File: src/rtl/alu_uart_ctrl_pkg.sv
// Shared definitions for the ALU sequencing front end: FSM encoding and ALU opcodes.
// Latency: n/a (definitions only).
// Backpressure: n/a.
package alu_uart_ctrl_pkg;

    localparam logic [2:0] ST_GET_A    = 3'd0;
    localparam logic [2:0] ST_GET_B    = 3'd1;
    localparam logic [2:0] ST_GET_OP   = 3'd2;
    localparam logic [2:0] ST_COMPUTE  = 3'd3;
    localparam logic [2:0] ST_SEND     = 3'd4;

    typedef enum logic [2:0] {
        GET_A   = ST_GET_A,
        GET_B   = ST_GET_B,
        GET_OP  = ST_GET_OP,
        COMPUTE = ST_COMPUTE,
        SEND    = ST_SEND
    } state_t;

    // Opcodes understood by the ALU; anything else yields a zero result there.
    localparam logic [5:0] OP_ADD = 6'b100000;
    localparam logic [5:0] OP_SUB = 6'b100010;
    localparam logic [5:0] OP_AND = 6'b100100;
    localparam logic [5:0] OP_OR  = 6'b100101;
    localparam logic [5:0] OP_XOR = 6'b100110;
    localparam logic [5:0] OP_NOR = 6'b100111;
    localparam logic [5:0] OP_SRA = 6'b000011;
    localparam logic [5:0] OP_SRL = 6'b000010;

endpackage

File: src/rtl/alu_uart_ctrl.sv
// Collects A, B, opcode from an rx pulse stream, presents them to the ALU, returns the result on tx.
// Latency: result valid two edges after the opcode pulse is accepted (one full ALU settle cycle).
// Backpressure: tx is valid/ready; rx cannot be stalled, words arriving in COMPUTE/SEND are dropped and flagged.
module alu_uart_ctrl
    import alu_uart_ctrl_pkg::*;
#(
    parameter int NB_DATA = 8,
    parameter int NB_OP   = 6
) (
    input  logic               i_clk,
    input  logic               i_rst,
    input  logic [NB_DATA-1:0] i_rx_data,
    input  logic               i_rx_valid,
    output logic [NB_DATA-1:0] o_data_a,
    output logic [NB_DATA-1:0] o_data_b,
    output logic [NB_OP-1:0]   o_op,
    input  logic [NB_DATA-1:0] i_result,
    output logic [NB_DATA-1:0] o_tx_data,
    output logic               o_tx_valid,
    input  logic               i_tx_ready,
    output logic               o_overrun,
    output logic               o_busy
);

    state_t state;

    always_ff @(posedge i_clk or posedge i_rst) begin
        if (i_rst) begin
            state      <= GET_A;
            o_data_a   <= '0;
            o_data_b   <= '0;
            o_op       <= '0;
            o_tx_data  <= '0;
            o_tx_valid <= 1'b0;
            o_overrun  <= 1'b0;
            o_busy     <= 1'b0;
        end else begin
            case (state)
                GET_A: begin
                    if (i_rx_valid) begin
                        o_data_a <= i_rx_data;
                        o_busy   <= 1'b1;
                        state    <= GET_B;
                    end
                end
                GET_B: begin
                    if (i_rx_valid) begin
                        o_data_b <= i_rx_data;
                        state    <= GET_OP;
                    end
                end
                GET_OP: begin
                    if (i_rx_valid) begin
                        o_op  <= i_rx_data[NB_OP-1:0];
                        state <= COMPUTE;
                    end
                end
                // o_op has been stable for a full cycle here, so i_result is settled.
                COMPUTE: begin
                    o_tx_data  <= i_result;
                    o_tx_valid <= 1'b1;
                    state      <= SEND;
                    if (i_rx_valid) begin
                        o_overrun <= 1'b1;
                    end
                end
                SEND: begin
                    if (i_rx_valid) begin
                        o_overrun <= 1'b1;
                    end
                    if (o_tx_valid && i_tx_ready) begin
                        o_tx_valid <= 1'b0;
                        o_busy     <= 1'b0;
                        state      <= GET_A;
                    end
                end
                default: begin
                    o_tx_valid <= 1'b0;
                    o_busy     <= 1'b0;
                    state      <= GET_A;
                end
            endcase
        end
    end

endmodule

File: config.mk
export PLATFORM = sky130hd
export DESIGN_NAME = alu_uart_ctrl
export DESIGN_NICKNAME = d
export VERILOG_FILES = /design/src/rtl/alu_uart_ctrl_pkg.sv /design/src/rtl/alu_uart_ctrl.sv
export SDC_FILE = /design/constraint.sdc
export NUM_CORES = 1
export LEC_CHECK = 0
export CAP_MARGIN = 10
export CORE_ASPECT_RATIO = 0.9
export CORE_MARGIN = 2
export CORE_UTILIZATION = 49
export CTS_BUF_LIST = sky130_fd_sc_hd__clkbuf_4 sky130_fd_sc_hd__clkbuf_8
export DETAILED_ROUTE_END_ITERATION = 16
export HOLD_SLACK_MARGIN = 0.06
export PLACE_DENSITY = 0.87
export SYNTH_ARGS = -nofsm -noshare
export SYNTH_HDL_FRONTEND = slang
export SYNTH_SLANG_ARGS = --single-unit
File: constraint.sdc
create_clock -name i_clk -period 4.4 [get_ports i_clk]
set_clock_uncertainty 0.2 [all_clocks]
set_input_delay 1.1 -clock i_clk [delete_from_list [all_inputs] [get_ports i_clk]]
set_output_delay 1.1 -clock i_clk [all_outputs]
set_load 0.02 [all_outputs]
# Yosys cells after proc, flatten, opt, wreduce, memory -nomap -nowiden
# Index checks and enable logic that the tools add are counted.
dict set report word_totals {
  ff_bits 36
  wordCells 39
  inputBits 20
  out_inout_bits 33
}
dict set report op_classes {
  bitwise 2
  n_eq_ne 8
  mux 9
  n_reduce_logical 12
}
# cell n
set op_table {}
lappend op_table {{$pmux 3 s5} 1}
lappend op_table {{$mux 3} 4}
lappend op_table {{$reduce_and 2->1} 5}
lappend op_table {{$ne 2x2->1 const B} 4}
lappend op_table {{$eq 3x2->1 const B} 2}
lappend op_table {{$pmux 1 s3} 2}
lappend op_table {{$reduce_or 3->1} 2}
lappend op_table {{$reduce_and 4->1} 1}
lappend op_table {{$eq 3x1->1 const B} 1}
lappend op_table {{$eq 3x3->1 const B} 1}
lappend op_table {{$logic_not 3->1} 1}
lappend op_table {{$reduce_and 3->1} 1}
lappend op_table {{$mux 1} 2}
lappend op_table {{$not 1->1} 2}
lappend op_table {{$reduce_or 2->1} 1}
lappend op_table {{$logic_and 1x1->1} 1}

# Longest topological paths before layout
dict set report depth {
  ltp_word 4
  depth_mapped 4
  ltp_nobuf 2
}

# Least setup slack after synthesis
# OpenSTA, ideal clock, no wires.
dict set report synth_timing {
  kind {input to register}
  start {input i_rx_valid}
  end {register o_data_a[0]}
  n_path_buf 0
  setup_slack_ns 2.201
  arrival_ns 1.874
  setup_time_ns 0.125
  cell_stages 2
  t_required_ns 4.075
  cell_sequence {nor4b_4 > mux2_2}
}
dict set report synth_via {
  elab_chain_len 1
}
# item line_no
set synth_lines {}
lappend synth_lines {{start, declared} alu_uart_ctrl.sv:13} ;# input logic i_rx_valid,
lappend synth_lines {{$reduce_and 2->1 (no source line)} --}
lappend synth_lines {{end signal, assigned} alu_uart_ctrl.sv:41} ;# o_data_a <= i_rx_data;
lappend synth_lines {{end, declared} alu_uart_ctrl.sv:14} ;# output logic [NB_DATA-1:0] o_data_a,
# No other way between the ends.
# A chain may end at the register's enable or synchronous reset.

# Worst setup path after layout
dict set report layout_timing {
  start {input i_rx_valid}
  end {register o_data_a[5]}
}
# The elaborated chain is that of the path after synthesis.

==> reports/results.ini <==
[drt]
wl_per_cell_um=14.68
drc=0
routed_wl_um=2760
drtPass1Iterations=4
postRouteAntennaNets=0
drt_iter0_drc=33
viasPerCell=5.064
num_vias=952

[timing]
drv_slew=0
fin_crit_sh_pct=60.65
period_minus_slack_ns=2.669
slew_headroom_pct=57.94
setup_violations=0
worst_slack_ns=1.731
setup-tns-final_ns=0
hold_viol=0
fmax_mhz=374.7
worstMarginPinSlew_ns=0.6283
rsz0062_at_grt=false

[synthesis]
synth_top_area_cell=dfrtp_1
syn-num-nets=112
synth_seq_cells=36
postSynthCellCount=92
yosys.area.top_type_share_pct=62.23
synth-edff-count=0
ys_types=21
synthFlopType=dfrtp_1
synthMostInstantiatedCell=dfrtp_1
synth.area.top_cells=dfrtp_1 62%, mux2_2 23%, and4bb_2 1.7%, nor4b_4 1.6%, a21oi_1 1.0%
async_reset_ff_share_pct=100.0
syn-cell-area_um2=1448
ys.warnings.count=0
synthTopCellsByCount=36 x dfrtp_1, 30 x mux2_2, 3 x a21oi_1, 3 x buf_2
syn_avg_cell_area_um2=15.74
synth_seq_area_share_pct=62.23

[floorplanning]
initial_utilization_pct=52.26
ios=53
coreArea_um2=2770
die_x_um=61.30
die_h_um=55.57
row_count=18
dieArea_um2=3406

[power_and_ir_drop]
power.density_nw_per_um2=786.0
power.leakage_uw=0.0008484
max-vdd-ir-drop_mv=0.4835
power_switching_uw=574.4
pwr-share-clk_pct=11.8
seq_power_share_pct=38.0
cellInternalPower_uw=1045
power_switching_share_pct=35.46
p_comb_share_pct=50.3

[worst_setup_path]
arrival_ns=2.69
cp-start-kind=primary input
criticalPathCategory=in -> reg
critical_path_required_ns=4.42
critPathMaxFanout=9
critical_path.endpoint_type=flip-flop

[global_routing]
grt_pass1_wl_um=4560
grt_max_degree=29
grt_pass1_vias=988
grt_antenna_before_repair=0
grt_use_total_pct=18.53
grt_overflow=0

[clock_network]
cts_made_buffers=5
cts-hold-fix-buffers=0
cts.clk_slew.worst_paths_ns=0.10
clk_latency_ns=0.33
clk_path_buf_depth=2
cts_tree=yes
htree_levels=2
cts-resized-gates=0
root_buffer=clkbuf_4
clkSinkCount=36
post_cts_buffers=0

[final_layout]
nets=167
fin_area_um2=2061
drive_gt1_share_pct=31.08
insertedDiodeCount=0
syn2layout_area_growth_pct=42.35

[place]
portBuffers=52
place_hpwl_um=2082
gp_congestion=0.6782
dpl_cell_area_um2=1994
dpl_worst_slack_ns=1.371

[run]
cap_violations=0

[run_status]
outcome=finished clean

[hold_path]
hold_path.class=reg -> reg

power groups by stage:
stage	Sequential [uW]	Clock [uW]	Combinational, uW
after global routing	640	209	866
after global placement	611	0	801
after CTS	617	196	825
after detailed placement	624	0	822
after floorplan	776	0	293
final	615	190	814
worst paths after layout:
check	startpoint	to	slack, ns	cells after the start
worst max-delay path	i_rx_valid	o_data_a[5]	1.73	3
worst min-delay path	o_overrun	o_overrun	0.31	1
worst max register to register	state[0]	o_data_a[5]	2.51	2
worst min register to register	o_overrun	o_overrun	0.31	1
max in group asynchronous	i_rst	o_data_b[1]	2.54	3
min in group asynchronous	i_rst	o_tx_data[5]	0.81	2
logic make-up (layout without fill, tap and decap cells):
family | after synthesis | after routing | share of synthesized area [%]
and+or+nand+nor | 12 | 12 | 8.037
AOI/OAI and AO/OA | 8 | 8 | 3.975
muxes | 30 | 30 | 23.34
buffers and inverters | 6 | 62 | 2.419
DFF | 36 | 36 | 62.23
routing by layer:
| metal | GRT usage [%] | up-vias | part of all wire, % |
|---|---|---|---|
| met4 | 4.658 | 0 | 0 |
| met2 | 28.88 | 40 | 52 |
| met1 | 23.90 | 476 | 40 |
| li1 | - | 436 | - |
| met3 | 7.494 | 0 | 7.4 |
| met5 | 0 | - | 0 |
critical path, stage by stage:
cell	delay, ns
clkdlybuf4s50_1	0.59
nor4b_4	0.58
mux2_2	0.41
sequential cells by signal, summed over array words and instances, names as in the netlist:
name        cells
o_tx_valid      1
o_data_b        8
state           3
o_overrun       1
o_tx_data       8
o_data_a        8
o_busy          1
o_op            6
placed cells by master, fill, tap and decap left out:
master | synthesis | routed
nor4b_4 | 1 | 1
nand3b_1 | 2 | 2
a211oi_1 | 1 | 1
nor2_1 | 1 | 1
or3b_2 | 1 | 1
and4b_1 | 1 | 1
buf_4 | 0 | 1
a21oi_1 | 3 | 3
a21bo_2 | 1 | 1
and2b_1 | 1 | 1
dfrtp_1 | 36 | 36
o21ai_0 | 1 | 1
mux2_2 | 30 | 30
a311o_1 | 1 | 1
and4bb_2 | 2 | 2
nand2b_1 | 2 | 2
clkbuf_8 | 0 | 1
or4b_2 | 1 | 1
clkdlybuf4s50_1 | 0 | 52
inv_1 | 1 | 1
clkbuf_4 | 0 | 7
a211o_2 | 1 | 1
per-stage QoR:
| stage | util, % | total power (uW) | instances | hold WS (ns) |
|---|---|---|---|---|
| floorplan | - | 1070 | 92 | 0.3364 |
| finish | 74.39 | 1620 | 188 | 0.3103 |
| detailed placement | 72.00 | 1447 | 180 | 0.2811 |
| global route | 74.39 | 1715 | 188 | 0.3278 |
| global placement | 72.00 | 1413 | 180 | 0.2775 |
| CTS | 74.39 | 1639 | 188 | 0.3053 |
final cells by class:
| cell class | instances | area (um^2) |
|---|---|---|
| inverters | 1 | 3.754 |
| repair buffers | 53 | 528.0 |
| well taps | 40 | 50.05 |
| flip-flops and latches | 36 | 900.9 |
| fillers | 220 | 709.4 |
| multi-input cells | 50 | 511.7 |
| clock buffers | 8 | 66.31 |
Power figures use the tool's default switching activity.
